===== config.mk =====
export PLATFORM = sky130hd
export DESIGN_NAME = aes_result_capture
export DESIGN_NICKNAME = d
export VERILOG_FILES = /design/src/rtl/aes_pkg.sv /design/src/rtl/aes_word_mux.sv /design/src/rtl/aes_result_capture.sv
export SDC_FILE = /design/constraint.sdc
export NUM_CORES = 1
export LEC_CHECK = 0
export ABC_CLOCK_PERIOD_IN_PS = 4500
export BUFFER_PORTS_ARGS = -buffer_cell sky130_fd_sc_hd__buf_2
export CAP_MARGIN = 40
export CORE_MARGIN = 2
export CORE_UTILIZATION = 56
export DETAILED_ROUTE_END_ITERATION = 16
export PLACE_DENSITY = 0.88
export SYNTH_ARGS = -nofsm -noshare
export SYNTH_HDL_FRONTEND = slang
export SYNTH_SLANG_ARGS = --single-unit

===== constraint.sdc =====
create_clock -name clk -period 4.5 [get_ports clk]
set_input_delay 0.9 -clock clk [delete_from_list [all_inputs] [get_ports clk]]
set_output_delay 0.9 -clock clk [all_outputs]
set_load 0.01 [all_outputs]

===== src/rtl/aes_pkg.sv =====
// ---------------------------------------------------------------------------
// aes_pkg
// Shared constants for the AES-128 result capture stage.
//   - FSM state encoding (IDLE / WAIT / SEND) as 2-bit localparams
//   - Ciphertext block width and output word width
//   - Default pipeline latency of the AES core
// ---------------------------------------------------------------------------
package aes_pkg;

    localparam logic [1:0] IDLE = 2'd0;
    localparam logic [1:0] WAIT = 2'd1;
    localparam logic [1:0] SEND = 2'd2;

    localparam int AES_BLOCK_W = 128;
    localparam int AES_WORD_W  = 32;

    localparam int AES_LATENCY_DEFAULT = 21;

endpackage


===== src/rtl/aes_word_mux.sv =====
// ---------------------------------------------------------------------------
// aes_word_mux
// Purely combinational 128 -> 32 word selector. Index 0 selects the most
// significant word, so words leave MSB first.
// Ports:
//   block  in   128  captured ciphertext
//   idx    in   2    word index (0 = bits [127:96], 3 = bits [31:0])
//   word   out  32   selected word
// ---------------------------------------------------------------------------
module aes_word_mux
    import aes_pkg::*;
(
    input  logic [AES_BLOCK_W-1:0] block,
    input  logic [1:0]             idx,
    output logic [AES_WORD_W-1:0]  word
);

    always_comb begin
        word = '0;
        case (idx)
            2'd0:    word = block[AES_BLOCK_W-1                -: AES_WORD_W];
            2'd1:    word = block[AES_BLOCK_W-1 - AES_WORD_W   -: AES_WORD_W];
            2'd2:    word = block[AES_BLOCK_W-1 - 2*AES_WORD_W -: AES_WORD_W];
            default: word = block[AES_BLOCK_W-1 - 3*AES_WORD_W -: AES_WORD_W];
        endcase
    end

endmodule


===== src/rtl/aes_result_capture.sv =====
// ---------------------------------------------------------------------------
// aes_result_capture
// Downstream stage of the pipelined AES-128 core. After an issue pulse it
// waits AES_LATENCY edges, captures the 128-bit ciphertext and hands it out
// as four 32-bit words (MSB first) over a valid/ready handshake. Starts that
// arrive while a block is still in flight are dropped and flagged.
//
// Parameters:
//   AES_LATENCY  edges from the start edge to the capture edge (1..63)
//   CNT_W        latency counter width, 2**CNT_W > AES_LATENCY
//
// Ports:
//   clk              in   1    system clock, rising edge
//   reset_in         in   1    synchronous active-high reset
//   start_in         in   1    issue pulse
//   aes_out_in       in   128  ciphertext bus from the core
//   word_ready_in    in   1    consumer ready
//   word_valid_out   out  1    word_data_out valid
//   word_data_out    out  32   current ciphertext word
//   word_idx_out     out  2    current word index (0 = bits [127:96])
//   busy_out         out  1    high while waiting or sending
//   done_out         out  1    one-cycle pulse after the last word is taken
//   overrun_out      out  1    sticky, a start was dropped
//   clr_overrun_in   in   1    clears overrun_out (and overrun_cnt_out)
//   overrun_cnt_out  out  8    saturating dropped-start count
//                              (only with AES_CAPTURE_OVERRUN_CNT_EN)
//
// Build option: define AES_CAPTURE_OVERRUN_CNT_EN to add overrun_cnt_out.
// ---------------------------------------------------------------------------
module aes_result_capture
    import aes_pkg::*;
#(
    parameter int AES_LATENCY = AES_LATENCY_DEFAULT,
    parameter int CNT_W       = 6
)(
    input  logic                   clk,
    input  logic                   reset_in,
    input  logic                   start_in,
    input  logic [AES_BLOCK_W-1:0] aes_out_in,
    input  logic                   word_ready_in,
    output logic                   word_valid_out,
    output logic [AES_WORD_W-1:0]  word_data_out,
    output logic [1:0]             word_idx_out,
    output logic                   busy_out,
    output logic                   done_out,
    output logic                   overrun_out,
    input  logic                   clr_overrun_in
`ifdef AES_CAPTURE_OVERRUN_CNT_EN
    ,
    output logic [7:0]             overrun_cnt_out
`endif
);

    localparam logic [CNT_W-1:0] LAT_LOAD = CNT_W'(AES_LATENCY - 1);

    logic [1:0]             state;
    logic [1:0]             state_next;
    logic [CNT_W-1:0]       lat_cnt;
    logic [AES_BLOCK_W-1:0] result;
    logic [1:0]             idx;
    logic                   busy_q;
    logic                   done_q;
    logic                   overrun_q;

    logic handshake;
    logic last_hs;
    logic capture;
    logic accept;
    logic drop;

    // A start is taken from IDLE or exactly on the final handshake; any
    // other start while a block is in flight is dropped.
    assign handshake = (state == SEND) && word_ready_in;
    assign last_hs   = handshake && (idx == 2'd3);
    assign capture   = (state == WAIT) && (lat_cnt == '0);
    assign accept    = start_in && ((state == IDLE) || last_hs);
    assign drop      = start_in && ((state == WAIT) || ((state == SEND) && !last_hs));

    always_comb begin
        state_next = state;
        case (state)
            IDLE:    if (start_in) state_next = WAIT;
            WAIT:    if (lat_cnt == '0) state_next = SEND;
            SEND:    if (last_hs) state_next = start_in ? WAIT : IDLE;
            default: state_next = IDLE;
        endcase
    end

    // Main sequencing: state, latency counter, captured block and word index.
    // busy/done are registered so no input reaches an output combinationally.
    always_ff @(posedge clk) begin
        if (reset_in) begin
            state   <= IDLE;
            lat_cnt <= '0;
            result  <= '0;
            idx     <= 2'd0;
            busy_q  <= 1'b0;
            done_q  <= 1'b0;
        end else begin
            state  <= state_next;
            busy_q <= (state_next != IDLE);
            done_q <= last_hs;

            if (accept) begin
                lat_cnt <= LAT_LOAD;
            end else if ((state == WAIT) && (lat_cnt != '0)) begin
                lat_cnt <= lat_cnt - 1'b1;
            end

            if (capture) begin
                result <= aes_out_in;
            end

            if (capture || last_hs) begin
                idx <= 2'd0;
            end else if (handshake) begin
                idx <= idx + 1'b1;
            end
        end
    end

    // Sticky overrun flag; a drop in the same cycle as a clear wins.
    always_ff @(posedge clk) begin
        if (reset_in) begin
            overrun_q <= 1'b0;
        end else if (drop) begin
            overrun_q <= 1'b1;
        end else if (clr_overrun_in) begin
            overrun_q <= 1'b0;
        end
    end

`ifdef AES_CAPTURE_OVERRUN_CNT_EN
    logic [7:0] overrun_cnt;

    // Saturating drop counter; a clear with a simultaneous drop leaves 1.
    always_ff @(posedge clk) begin
        if (reset_in) begin
            overrun_cnt <= 8'd0;
        end else if (clr_overrun_in) begin
            overrun_cnt <= drop ? 8'd1 : 8'd0;
        end else if (drop && (overrun_cnt != 8'hFF)) begin
            overrun_cnt <= overrun_cnt + 8'd1;
        end
    end

    assign overrun_cnt_out = overrun_cnt;
`endif

    aes_word_mux u_word_mux (
        .block (result),
        .idx   (idx),
        .word  (word_data_out)
    );

    assign word_valid_out = (state == SEND);
    assign word_idx_out   = idx;
    assign busy_out       = busy_q;
    assign done_out       = done_q;
    assign overrun_out    = overrun_q;

endmodule

**Word-level counts from Yosys, hierarchy flattened**

Index checks and enable logic that the tools add are counted.

- Memories: 0
- Bits in latches: 0
- Input port bits: 133
- Memory bits (read-only): 0
- Output and inout port bits: 38
- Register bits after elaboration: 141
- Bits in writable memories: 0
- Word-level logic and storage cells: 45

- Divide/modulo/power cells: 0
- Equal/unequal tests: 5
- Shift-type cells: 0
- Mux-type cells: 10
- Bitwise logic cells: 0
- Multiply operators: 0
- Order comparisons: 0
- $add $sub $neg: 2
- Reductions and logical operators: 20

Operator list:

| kind | count |
|---|---|
| 32-bit one-hot mux with 3 select lines | 1 |
| 5-bit two-way mux | 2 |
| 1-bit logical AND | 7 |
| 2-bit equality test, second input constant | 3 |
| 6-bit logical NOT | 1 |
| 2-bit two-way mux | 3 |
| 2-bit one-hot mux with 3 select lines | 1 |
| 2-bit nonzero test | 3 |
| 6-bit nonzero test | 1 |
| 6-bit by 1-bit subtractor with 6-bit output, second input constant | 1 |
| 2-bit by 1-bit equality test with 1-bit output, second input constant | 2 |
| 2-bit logical NOT | 2 |
| 2-bit OR reduction | 2 |
| 1-bit logical OR | 3 |
| 1-bit two-way mux | 3 |
| 2-bit by 1-bit adder with 2-bit output, second input constant | 1 |
| 1-bit logical NOT | 1 |

**Longest topological paths before layout**

- Depth in word-level cells: 8
- Gate-level depth with buffers: 8
- Mapped depth without buffers: 6

**Cells and area by module**

From an unflattened synthesis, not the netlist that was laid out.

- Cell total of the unflattened synthesis: 661
- Area total of the unflattened synthesis: 5771.8 um2

Modules (own cells, without submodules):

| module | area an instance (um2) | sequential area each (um2) | cells each | instances |
|---|---|---|---|---|
| aes_result_capture | 4957.3 | 2822.7 | 622 | 1 |
| aes_word_mux | 814.5 | 0.0 | 39 | 1 |

**Worst setup path before layout**

No wires, ideal clock.

- Kind: register to output
- Start: reg idx[0], in the netlist word_idx_out[0]
- End: out word_data_out[10]
- Data required time: 3.600 ns
- Path slack: 1.967 ns
- Data arrival time: 1.633 ns
- Stages on the path, launching flop included: 5
- Cells stage by stage: dfxtp_1 -> ha_1 -> clkbuf_1 -> clkbuf_1 -> mux2i_1

- Cells in the longest elaborated chain, start to end: 2
- Elaborated cells on any way between the ends: 4
- Those cells by class: eq/ne (2); mux (1); reduce/logical (1)

Ends and longest elaborated chain:

| what | RTL line | text |
|---|---|---|
| start: declaration | aes_result_capture.sv:60 | `logic [1:0] idx;` |
| start signal: assignment | aes_result_capture.sv:117 | `idx <= idx + 1'b1;` |
| 2-bit equality test (tied with other cells) | aes_word_mux.sv:20 | `case (idx)` |
| 32-bit one-hot mux with 3 select lines * | aes_word_mux.sv:20 |  |
| end: declaration | aes_result_capture.sv:42 | `output logic [AES_WORD_W-1:0] word_data_out,` |

Every way passes the cells marked *; elsewhere a longest branch is shown, timed or not.

**Final worst setup path**

- Start: reg idx[0], in the netlist word_idx_out[0]
- End: out word_data_out[12]

Same word-level chain as after synthesis.

==> run summary <==
## Worst setup path
* r2r setup slk: 1.97 ns
* critical path, cell by cell: inv_1 -> ha_1 -> buf_4 -> a222oi_1 -> mux2i_1 -> buf_2
* CP Max Fanout: 17
* sum of buffers and inverters on the critical path: 3
* cell with the biggest individual delay on the critical path: sky130_fd_sc_hd__ha_1
* launching element type of the critical path: register
* classification of the worst setup path: reg2out
* kind of cell adding the most delay to the critical path: buffers and inverters
* Arrival @ worst endpoint: 2.53 ns
* kind of capture point of the worst setup path: output port
* critical path required time: 3.60 ns
* delay of the slowest cell on the worst path: 0.45 ns

## GRT
* largest net degree at the start of global routing: 79
* GRT Resource Usage Total: 26.55%
* antenna violations before repair: 1
* first-pass GRT wire length: 23890 um
* number of global-route vias before repair: 5119
* Remaining Overflow, GRT: 0

## Drt
* number of DRC violations after detailed-routing iteration 0: 509
* Wirelength per Cell: 14.54 um
* Routed Wire Length: 14950 um
* number of iterations in the first detailed-routing pass: 6
* via count of the routed design: 5585
* DRC violations left: 0
* vias per inst: 5.433
* number of nets with antenna violations after detailed routing: 0

## STA
* Final min period: 3.429 ns
* clock skew: 0.01029 ns
* post-route clock period utilization: 76.19%
* Pins Over Slew Limit: 0
* actual transition at the worst max-transition pin: 0.9024 ns
* hold violation count in the final report: 0
* # setup viols final: 0
* maximum clock frequency: 291.7 MHz
* total negative slack: 0 ns
* headroom to the max-slew limit: 39.84%
* setup repair after global routing missed its margin: false

## Floorplanning
* area enclosed by the die boundary: 11230 um2
* die span in y: 106.0 um
* Die Span X: 106.0 um
* initial core utilization: 57.15%
* standard-cell rows: 37
* Top Ports: 171
* core outline area: 10180 um2

## CTS
* maximum root-to-sink buffer count: 2
* number of buffers inserted by hold repair at cts: 0
* clock root buffer: sky130_fd_sc_hd__clkbuf_8
* CTS tree: built
* sinks on the clock net: 141
* clk_lat worst skew: 0.51 ns
* level count of the clock H-tree: 4
* cts repair resizes: 0
* clock-pin slew of the registers on the worst-case setup and hold paths: 0.06 ns
* Inserted Clock Buffers: 17
* Post-CTS Repair Setup Buffers: 0

## Synthesis
* distinct cell type count of the synthesized netlist: 28
* post-synthesis adder-cell area fraction: 1.290%
* Synth Area in Compound Gates: 18.53%
* Post-Synthesis Cells: 738
* largest area contributor in the synthesized netlist: sky130_fd_sc_hd__dfxtp_1
* top cells by area in the synthesized netlist: sky130_fd_sc_hd__dfxtp_1 48%, sky130_fd_sc_hd__nand2_1 17%, sky130_fd_sc_hd__a21oi_1 12%, sky130_fd_sc_hd__mux2i_1 5.7%, sky130_fd_sc_hd__a222oi_1 5.5%
* register bit count reported by yosys: 141
* combinational family with the most area after synthesis: simple AND/OR/NAND/NOR gates
* share of synthesized area spent on multiplexers: 5.675%
* yosys synthesis warning count: 0
* proportion of synthesized chip area in sequential cells: 48.50%
* post-synth top area share: 48.50%
* synthesized area divided by synthesized cell count: 7.887 um2
* post-synth design cell area: 5821 um2
* Post-Synth XOR/XNOR Area: 0.3009%
* share of synthesized cell area in and, or, nand and nor gates: 19.37%
* Post-Syn Nets: 877

## Job
* number of max-capacitance violations reported: 0

## Placement
* buffers added on ports: 170
* number of cells in the design after placement: 998
* RePlAce Congestion: 0.8877
* cell area after placement: 6725 um2
* post-detailed-placement half-perimeter wirelength: 9883 um

## Finish
* top library cells by usage in the layout, fill and taps aside: 260 x sky130_fd_sc_hd__nand2_1, 169 x sky130_fd_sc_hd__buf_2, 141 x sky130_fd_sc_hd__dfxtp_1
* number of standard cells in the layout, taps in and fillers out: 1028
* layout cell share with drive strength beyond 1: 24.22%
* Antenna Diode Count: 0
* summed area of non-filler cells in the final layout: 7287 um2
* NumNets Final: 1020
* number of filler instances in the final layout: 829
* P&R area growth vs syn: 25.19%
* commonest non-fill, non-tap cell in the layout: sky130_fd_sc_hd__nand2_1

## Pwr
* worst vdd rail ir drop: 0.2682 mV
* sum of internal, switching and leakage power: 3.183 mW
* power density over the cells: 436.8 nW/um2
* Static Leak: 2.817 nW

## Worst hold path
* worst hold path class: reg2reg

## Outcome
* result of the run: complete, no violations

where the power goes:
part / internal [mW] / switching (mW)
clock: 0.808 / 0.509
sequential: 1.35 / 0.0619
combinational: 0.182 / 0.273
total: 2.34 / 0.844
worst paths after layout:
path	depth (start not counted)	from	to
setup / recovery	6	word_idx_out[0]$_SDFFE_PP0P_	word_data_out[12]
hold / removal	2	result[88]$_SDFFE_PP0P_	result[88]$_SDFFE_PP0P_
setup reg to reg	5	lat_cnt[4]$_SDFFE_PP0P_	result[45]$_SDFFE_PP0P_
hold reg to reg	2	result[88]$_SDFFE_PP0P_	result[88]$_SDFFE_PP0P_
registers in the layout (all words and copies together), names as in the netlist:
name,flops
state,2
word_idx_out,2
lat_cnt,6
result,128
busy_out,1
overrun_out,1
done_out,1
per-layer routing:
metal | vias up | global-route usage [%] | routed length, um
met4 | 2 | 10.90 | 384
met1 | 2551 | 33.40 | 6132
met2 | 230 | 43.36 | 7278
met3 | 37 | 7.112 | 1131
met5 | - | 0 | 19
li1 | 2765 | - | -
cell families after synthesis:
kind of cell,Yosys count
flip-flops,141
buffers and inverters,94
multiplexers,33
AND/OR/NAND/NOR,284
XOR/XNOR,2
adder cells (fa/ha/maj),6
AO/OA/AOI/OAI,178
synth_stat cells:
library cell / n
sky130_fd_sc_hd__buf_1: 2
sky130_fd_sc_hd__nor4_4: 1
sky130_fd_sc_hd__o21bai_1: 1
sky130_fd_sc_hd__nand2_1: 260
sky130_fd_sc_hd__nand2b_1: 4
sky130_fd_sc_hd__nor2b_1: 1
sky130_fd_sc_hd__mux2i_1: 33
sky130_fd_sc_hd__and2b_1: 1
sky130_fd_sc_hd__dfxtp_1: 141
sky130_fd_sc_hd__ha_1: 6
sky130_fd_sc_hd__xnor2_1: 2
sky130_fd_sc_hd__a222oi_1: 32
sky130_fd_sc_hd__nand3b_1: 2
sky130_fd_sc_hd__a211o_1: 1
sky130_fd_sc_hd__a2111oi_0: 1
sky130_fd_sc_hd__nand3_1: 1
sky130_fd_sc_hd__nor3b_1: 1
sky130_fd_sc_hd__inv_1: 38
sky130_fd_sc_hd__or2_2: 1
sky130_fd_sc_hd__a211oi_1: 3
sky130_fd_sc_hd__nor3_1: 6
sky130_fd_sc_hd__nor2_1: 5
sky130_fd_sc_hd__buf_2: 13
sky130_fd_sc_hd__a21boi_0: 1
sky130_fd_sc_hd__a21oi_1: 136
sky130_fd_sc_hd__or3b_2: 1
sky130_fd_sc_hd__a21o_1: 3
sky130_fd_sc_hd__clkbuf_1: 41
cell type report:
class                      count  area, um2  share of cell area [%]
multi-input combinational    503       2641                   36.25
inverter                      38      142.6                   1.957
timing repair buffer         180      948.4                   13.02
sequential                   141       2823                   38.74
clock inverter                11      120.1                   1.648
clock buffer                  19      441.7                   6.061
tap                          136      170.2                   2.335
per-stage QoR:
stage	utilization (%)	setup slack [ns]	hold slack, ns
5_1_grt	71.55	0.8387	0.4698
4_1_cts	71.55	1.046	0.4541
3_3_place_gp	65.76	1.710	0.4412
3_5_place_dp	66.03	1.627	0.4461
6_report	71.55	1.071	0.4532
2_1_floorplan	-	1.967	0.4357
worst register-to-register path, stage by stage, from the launching register on:
cell and delay, ns:
sky130_fd_sc_hd__dfxtp_1 0.37, sky130_fd_sc_hd__nor4_4 0.49, sky130_fd_sc_hd__and2b_4 0.82, sky130_fd_sc_hd__buf_4 0.48
sky130_fd_sc_hd__nand2_1 0.13, sky130_fd_sc_hd__a21oi_1 0.16
Power figures use the tool's default switching activity.
